==> src/rtl/decoder_rr_arbiter.sv <==
`default_nettype none
// ============================================================================
//  Module   : decoder_rr_arbiter
//  Brief    : 8-way round-robin arbiter with a bounded hold time, a one-hot
//             (3-to-8 decoded) grant, a binary grant index and a valid flag.
//             Every output is registered, and each release is followed by at
//             least one idle cycle (break-before-make).
//  Revision : 1.0 - initial release
// ============================================================================
module decoder_rr_arbiter #(
    parameter int unsigned MAX_HOLD = 4      // max consecutive grant cycles, 1..255
) (
    input  logic       clk,
    input  logic       rst,
    input  logic       en,
    input  logic [7:0] req,
    output logic [7:0] gnt,
    output logic [2:0] gnt_idx,
    output logic       gnt_valid
);

    typedef enum logic [0:0] {
        S_IDLE  = 1'b0,
        S_GRANT = 1'b1
    } state_t;

    localparam logic [7:0] c_MAX_HOLD = 8'(MAX_HOLD);

    // Registered state
    state_t     r_state;
    logic [2:0] r_ptr;
    logic [7:0] r_cnt;
    logic [7:0] r_gnt;
    logic [2:0] r_gnt_idx;
    logic       r_gnt_valid;

    // Next-state values
    state_t     w_state_nxt;
    logic [2:0] w_ptr_nxt;
    logic [7:0] w_cnt_nxt;
    logic [7:0] w_gnt_nxt;
    logic [2:0] w_gnt_idx_nxt;
    logic       w_gnt_valid_nxt;

    // Search result
    logic       w_found;
    logic [2:0] w_sel;
    logic [2:0] w_cand;
    logic       w_release;

    // Pick the first requester at or after the pointer, wrapping modulo 8
    always_comb begin
        w_found = 1'b0;
        w_sel   = 3'd0;
        w_cand  = 3'd0;
        for (int k = 0; k < 8; k++) begin
            w_cand = r_ptr + 3'(k);
            if (!w_found && req[w_cand]) begin
                w_found = 1'b1;
                w_sel   = w_cand;
            end
        end
    end

    // Release when the holder drops its request, arbitration is disabled, or
    // the hold budget is used up; simultaneous causes collapse into one release
    assign w_release = !req[r_gnt_idx] || !en || (r_cnt == c_MAX_HOLD);

    // Next-state and next-output logic; registers hold by default
    always_comb begin
        w_state_nxt     = r_state;
        w_ptr_nxt       = r_ptr;
        w_cnt_nxt       = r_cnt;
        w_gnt_nxt       = r_gnt;
        w_gnt_idx_nxt   = r_gnt_idx;
        w_gnt_valid_nxt = r_gnt_valid;
        case (r_state)
            S_IDLE: begin
                if (en && w_found) begin
                    w_gnt_nxt       = 8'b0000_0001 << w_sel;
                    w_gnt_idx_nxt   = w_sel;
                    w_gnt_valid_nxt = 1'b1;
                    w_cnt_nxt       = 8'd1;
                    w_state_nxt     = S_GRANT;
                end
            end
            S_GRANT: begin
                if (w_release) begin
                    // gnt_idx is kept so it still names the most recent grant
                    w_gnt_nxt       = 8'h00;
                    w_gnt_valid_nxt = 1'b0;
                    w_ptr_nxt       = r_gnt_idx + 3'd1;
                    w_state_nxt     = S_IDLE;
                end else begin
                    w_cnt_nxt = r_cnt + 8'd1;
                end
            end
            default: begin
                w_state_nxt = S_IDLE;
            end
        endcase
    end

    // State and output registers with asynchronous reset
    always_ff @(posedge clk or posedge rst) begin
        if (rst) begin
            r_state     <= S_IDLE;
            r_ptr       <= 3'd0;
            r_cnt       <= 8'd0;
            r_gnt       <= 8'h00;
            r_gnt_idx   <= 3'd0;
            r_gnt_valid <= 1'b0;
        end else begin
            r_state     <= w_state_nxt;
            r_ptr       <= w_ptr_nxt;
            r_cnt       <= w_cnt_nxt;
            r_gnt       <= w_gnt_nxt;
            r_gnt_idx   <= w_gnt_idx_nxt;
            r_gnt_valid <= w_gnt_valid_nxt;
        end
    end

    assign gnt       = r_gnt;
    assign gnt_idx   = r_gnt_idx;
    assign gnt_valid = r_gnt_valid;

endmodule
`default_nettype wire

==> config.mk <==
export PLATFORM = sky130hd
export DESIGN_NAME = decoder_rr_arbiter
export DESIGN_NICKNAME = d
export VERILOG_FILES = /design/src/rtl/decoder_rr_arbiter.sv
export SDC_FILE = /design/constraint.sdc
export NUM_CORES = 1
export LEC_CHECK = 0
export ABC_CLOCK_PERIOD_IN_PS = 3400
export BUFFER_PORTS_ARGS = -buffer_cell sky130_fd_sc_hd__buf_4
export CORE_MARGIN = 1.5
export CORE_UTILIZATION = 53
export CTS_BUF_LIST = sky130_fd_sc_hd__clkbuf_16
export CTS_CLUSTER_SIZE = 14
export DETAILED_ROUTE_END_ITERATION = 10
export PLACE_DENSITY_LB_ADDON = 0.3
export SLEW_MARGIN = 25
export SYNTH_ARGS = -nofsm -noshare
export SYNTH_HDL_FRONTEND = slang
export SYNTH_SLANG_ARGS = --single-unit
==> constraint.sdc <==
create_clock -name clk -period 3.4 [get_ports clk]
set_input_delay 0.68 -clock clk [delete_from_list [all_inputs] [get_ports clk]]
set_output_delay 0.68 -clock clk [all_outputs]
set_load 0.05 [all_outputs]
==> results.yml, run 1 <==
route:
  avgViaCountPerCell: 6.16
  drtIter0Drc: 191
  dr.pass1.iters: 4
  wl_per_cell_um: 16.4
  via_count: 1644
  route.detailed.drc: 0
  wirelength_um: 4390
  ant_nets: 0
yosys:
  async_reset_ff_share_pct: 100
  synthTopCellsByArea: "dfrtp_1, mux4_2, mux2i_1, mux2_2, nand2_1"
  netlist.area_leader.share_pct: 30.2
  synth_warnings: 0
  ys.flop_type: "dfrtp_1"
  ys_seq_area_share_pct: 30.2
  ys_ff_latch: 24
  synth_nets: 214
  synth_edf_count: 0
  synth_commonest_cells: "dfrtp_1, nand2_1, nor2_1"
  synth.largest_area_cell: "dfrtp_1"
  syn_area_um2: 1990
  ys_types: 52
  synth.most_common_cell: "dfrtp_1"
  synth_cells: 198
  syn_area_per_cell_um2: 10.0
clocking:
  cts_root_buf: "clkbuf_16"
  cts_sinks: 24
  cts-htree-levels: 1
  cts_buffer_depth: 2
  cts_tree: "yes"
  clk_pin_slew_ns: 0.06
  post_cts_resize_count: 0
  post_cts_buffers: 0
  clkLatencyLatePin_ns: 0.26
  numCtsBuffers: 3
  cts_hold_buffers: 0
global_routing:
  use_met1_pct: 30.8
  grt_busiest_layer: "met2"
  grt.total_usage_pct: 23.2
  grt_antenna_before_repair: 0
  grt_pass1_vias: 1596
  use_met2_pct: 40.0
  grt-ovfl-total: 0
  grt_pass1_wl_um: 7550
  grt_max_degree: 25
  gr-usage-met3_pct: 2.11
worst_setup_path:
  start_kind: "flip-flop"
  critical_path_depth: 9
  reg2regPathDepth: 9
  required_ns: 3.55
  worst_path_max_delay_cell: "o41a_2"
  arrival_ns: 3.27
  worst-path-buf-inv: 1
  crit_chain: "inv_1 > ha_1 > mux2_2 > a221oi_4 > nand2_1 > o41a_2 > o31ai_2 > nor2_1 > a22o_1"
  crit_fanout: 10
  worst_path_largest_cell_delay_ns: 0.58
  critPathKind: "reg -> reg"
  cp_top_family: "compound AO/OA/AOI/OAI gates"
  cp-end-kind: "flip-flop"
pwr:
  p_int_mw: 1.38
  p_clk_share_pct: 12.4
  ir_drop_v: 0.000555
  p_switching_mw: 1.29
  p_comb_share_pct: 71.0
  p_per_area_nw_per_um2: 1160
  p_seq_share_pct: 16.6
  power_leakage_nw: 0.995
  netSwitchingFraction_pct: 48.3
floorplanning:
  die_area_um2: 4130
  floorplan.initialDensity_pct: 54.8
  die_h_um: 64.3
  fp.dieW_um: 64.3
  row_count: 22
  core_um2: 3630
  pin_count: 23
sta:
  timing.fmax_mhz: 320
  min_period_over_period_pct: 92.0
  rsz0062_at_grt: "no"
  tns_ns: 0
  finalSetupViolations: 0
  fin_ws_ns: 0.273
  min_period_ns: 3.13
  slew_violations: 0
  fin_skew_ns: 0.00132
  finalHoldViolations: 0
  slew_headroom_pct: 41.3
  tightestPinTransition_ns: 0.880
run:
  drv_cap: 0
cells_and_area:
  nets: 236
  fillers: 306
  drive_above_1_share_pct: 28.8
  diodes: 0
  multi_input_area_um2: 1300
  syn_to_final_growth_pct: 15.8
  regArea_um2: 601
outcome:
  status: "finished, final reports clean"
min_path:
  hold-path-cell-count: 1
  min_path_type: "reg -> reg"
placed_design:
  numPortBuffers: 22
  dp_hpwl_um: 3300
  dp_slack_ns: 0.295
  gp_congestion: 0.828
-- power groups by stage --
stage	logic (mW)	registers [mW]	clock network [mW]
after floorplan	1.35	0.589	0
after global placement	1.84	0.446	0
after detailed placement	1.86	0.450	0
after CTS	1.87	0.444	0.336
after global routing	2.05	0.454	0.349
final	1.89	0.442	0.332
-- worst reg2reg max path: cells and delay by family, from the launching register on --
kind	cells	cell delay, ns
compound gates	4	1.29
fa+ha+maj	1	0.52
buf+inv	1	0.10
flops	1	0.38
mux	1	0.43
simple gates	2	0.29
-- routing by layer --
metal	up-vias	share of wire, %
met5	-	0
met4	0	1.8
met3	9	4.2
met2	56	51
met1	804	43
li1	775	-
-- flip-flops by register name, indices dropped and copies added (netlist names) --
name	flops
r_ptr	3
gnt_valid	1
r_cnt	8
r_state	1
gnt	8
gnt_idx	3
-- worst paths after layout --
kind                                start        end  slack [ns]
max in group asynchronous             rst   r_ptr[2]        2.25
worst max register to register   r_ptr[0]     gnt[3]        0.27
worst min-delay path            gnt_valid  gnt_valid        0.48
worst max-delay path             r_ptr[0]     gnt[3]        0.27
worst min register to register  gnt_valid  gnt_valid        0.48
min in group asynchronous             rst   r_cnt[7]        0.61
-- placed cells by master, fill, tap and decap left out, types with 2 or more instances in the layout --
master     count
buf_4         27
dfrtp_1       24
nand2_1       18
nor2_1        18
mux2i_1       12
mux4_2        11
inv_1         10
a21oi_1        8
mux2_2         8
xor2_1         7
nand3_1        6
ha_1           5
nand2b_1       4
o21ai_0        4
a22o_1         4
o21ai_1        4
nor2b_1        3
nand4_1        3
a21o_1         3
clkbuf_16      3
xnor2_1        2
nor3_1         2
and3_1         2
and2_1         2
or3_1          2
-- layout make-up --
type | instances | share of cell area, %
clock buffer | 3 | 3.26
tap | 48 | 2.61
clock inverter | 1 | 1.30
timing repair buffer | 27 | 8.79
inverter | 10 | 1.63
multi-input combinational | 154 | 56.4
sequential | 24 | 26.1
-- cells by family after synthesis --
family          Yosys count  synth area share [%]
flops                    24                  30.2
fa+ha+maj                 5                  3.14
xor+xnor                 10                  4.78
mux                      32                  23.7
simple gates             64                  15.9
compound gates           43                  17.7
buf+inv                  20                  4.53
-- metrics by stage --
| stage | hold WS [ns] | area, um^2 | util, % | power, mW | cells |
|---|---|---|---|---|---|
| floorplan | 0.487 | 1990 | - | 1.94 | 198 |
| global placement | 0.471 | 2200 | 60.5 | 2.28 | 263 |
| detailed placement | 0.471 | 2200 | 60.5 | 2.31 | 263 |
| CTS | 0.484 | 2300 | 63.4 | 2.65 | 267 |
| global route | 0.521 | 2300 | 63.4 | 2.85 | 267 |
| finish | 0.481 | 2300 | 63.4 | 2.66 | 267 |
Power figures use the tool's default switching activity.
==> run 2: changes to the inputs <==
--- a/config.mk
+++ b/config.mk
@@ -12,7 +12,7 @@
 export CTS_BUF_LIST = sky130_fd_sc_hd__clkbuf_16
 export CTS_CLUSTER_SIZE = 14
 export DETAILED_ROUTE_END_ITERATION = 10
-export PLACE_DENSITY_LB_ADDON = 0.3
+export PLACE_DENSITY = 0.76
 export SLEW_MARGIN = 25
 export SYNTH_ARGS = -nofsm -noshare
 export SYNTH_HDL_FRONTEND = slang
==> run 2 against run 1 <==
Against the previous run:
- critical path depth stayed put
- sequential cell count stayed put
- combinational power is 2% lower
- worst hold slack better by 0.0057 ns
- sequential share of layout area stayed put
- core utilization stayed put
- design area stayed put
- die area stayed put
- routed wire length is 3.4% lower
- non-clock buffer count stayed put
- final cell count stayed put
- largest power group unchanged
- highest routed layer unchanged
==> results.yml, run 2 (synthesis results as in run 1) <==
cells_and_area:
  nets: 236
  utilization_pct: 63.4
  syn_to_final_growth_pct: 15.8
  drive_above_1_share_pct: 28.8
  finalInstanceArea_um2: 2300
  final_cell_mix: "buf_4, dfrtp_1, nand2_1, nor2_1, mux2i_1"
  multi_input_area_um2: 1300
  layout.cells.most_common: "buf_4"
  diodes: 0
  final_cells: 267
  regArea_um2: 601
  fillers: 314
sta:
  tightestPinTransition_ns: 0.880
  finalHoldViolations: 0
  tns_ns: 0
  slew_violations: 0
  min_period_over_period_pct: 93.5
  slew_headroom_pct: 41.3
  fin_ws_ns: 0.222
  timing.fmax_mhz: 315
  min_period_ns: 3.18
  fin_skew_ns: 0.00275
  finalSetupViolations: 0
  fin_hold_ws_ns: 0.487
  rsz0062_at_grt: "no"
floorplanning:
  pin_count: 23
  die_h_um: 64.3
  row_count: 22
  floorplan.initialDensity_pct: 54.8
  fp.dieW_um: 64.3
  die_area_um2: 4130
  core_um2: 3630
route:
  wl_per_cell_um: 15.9
  avgViaCountPerCell: 5.93
  dr.pass1.iters: 5
  ant_nets: 0
  drtIter0Drc: 89
  route.detailed.drc: 0
  wirelength_um: 4240
  via_count: 1584
worst_setup_path:
  worst_path_largest_cell_delay_ns: 0.52
  crit_chain: "inv_1 > ha_1 > mux2_2 > a221oi_4 > a32oi_2 > or3_1 > a32o_2 > nor2b_4 > a22o_1"
  start_kind: "flip-flop"
  critPathKind: "reg -> reg"
  cp-end-kind: "flip-flop"
  arrival_ns: 3.32
  worst_path_max_delay_cell: "ha_1"
  required_ns: 3.55
  crit_fanout: 9
  cp-startpoint: "r_ptr[1]"
  rr_startpoint: "r_ptr[1]"
pwr:
  ir_drop_v: 0.000708
  total_power_mw: 2.64
  p_per_area_nw_per_um2: 1140
  power_leakage_nw: 0.995
global_routing:
  grt.total_usage_pct: 22.6
  grt-ovfl-total: 0
  grt_pass1_vias: 1582
  grt_pass1_wl_um: 7330
  grt_max_degree: 25
  grt_antenna_before_repair: 0
min_path:
  min_path_type: "reg -> reg"
  hp-start: "gnt_valid"
clocking:
  cts_root_buf: "clkbuf_16"
  cts-htree-levels: 1
  cts_sinks: 24
  cts_hold_buffers: 0
  numCtsBuffers: 3
  post_cts_buffers: 0
  cts_buffer_depth: 2
  clk_pin_slew_ns: 0.06
  clkLatencyLatePin_ns: 0.25
  cts_tree: "yes"
  post_cts_resize_count: 0
run:
  drv_cap: 0
placed_design:
  dp_slack_ns: 0.226
  place_inst: 263
  placed_area_um2: 2200
  dp_hpwl_um: 3110
  numPortBuffers: 22
  gp_congestion: 0.899
outcome:
  status: "finished, final reports clean"
run 2: cell counts in the layout (fill, tap and decap cells not counted):
Identical to the previous run, type by type.
run 2: worst max-delay path: cells and delay by family, from the launching register on:
family                     cells  cell delay, ns
and+or+nand+nor                2            0.49
buffers and inverters          1            0.12
DFF                            1            0.48
adders and majority gates      1            0.52
AOI/OAI and AO/OA              4            1.04
muxes                          1            0.42
run 2: worst paths after layout:
kind	end	slack, ns	cells after the start
setup / recovery	gnt[6]	0.22	9
max in group asynchronous	r_cnt[0]	2.24	2
min in group asynchronous	r_cnt[7]	0.61	2
hold / removal	gnt_valid	0.49	1
hold reg to reg	gnt_valid	0.49	1
setup reg to reg	gnt[6]	0.22	9
run 2: power by group:
part | switching [mW] | internal, mW | leakage (nW)
registers | 0.0936 | 0.367 | 0.311
logic | 1.07 | 0.774 | 0.633
clock network | 0.0973 | 0.234 | 0.0511
run 2: area by class of cell:
type,instances,area share [%]
Multi-Input combinational cell,154,56.4
Sequential cell,24,26.1
Timing Repair Buffer,27,8.79
Clock buffer,3,3.26
Tap cell,48,2.61
Inverter,10,1.63
Clock inverter,1,1.30
run 2: layer usage:
layer	global-route usage, %	wire, um
met1	31.9	1960
met2	36.2	2020
met3	3.70	213
met4	5.85	44
met5	0	0
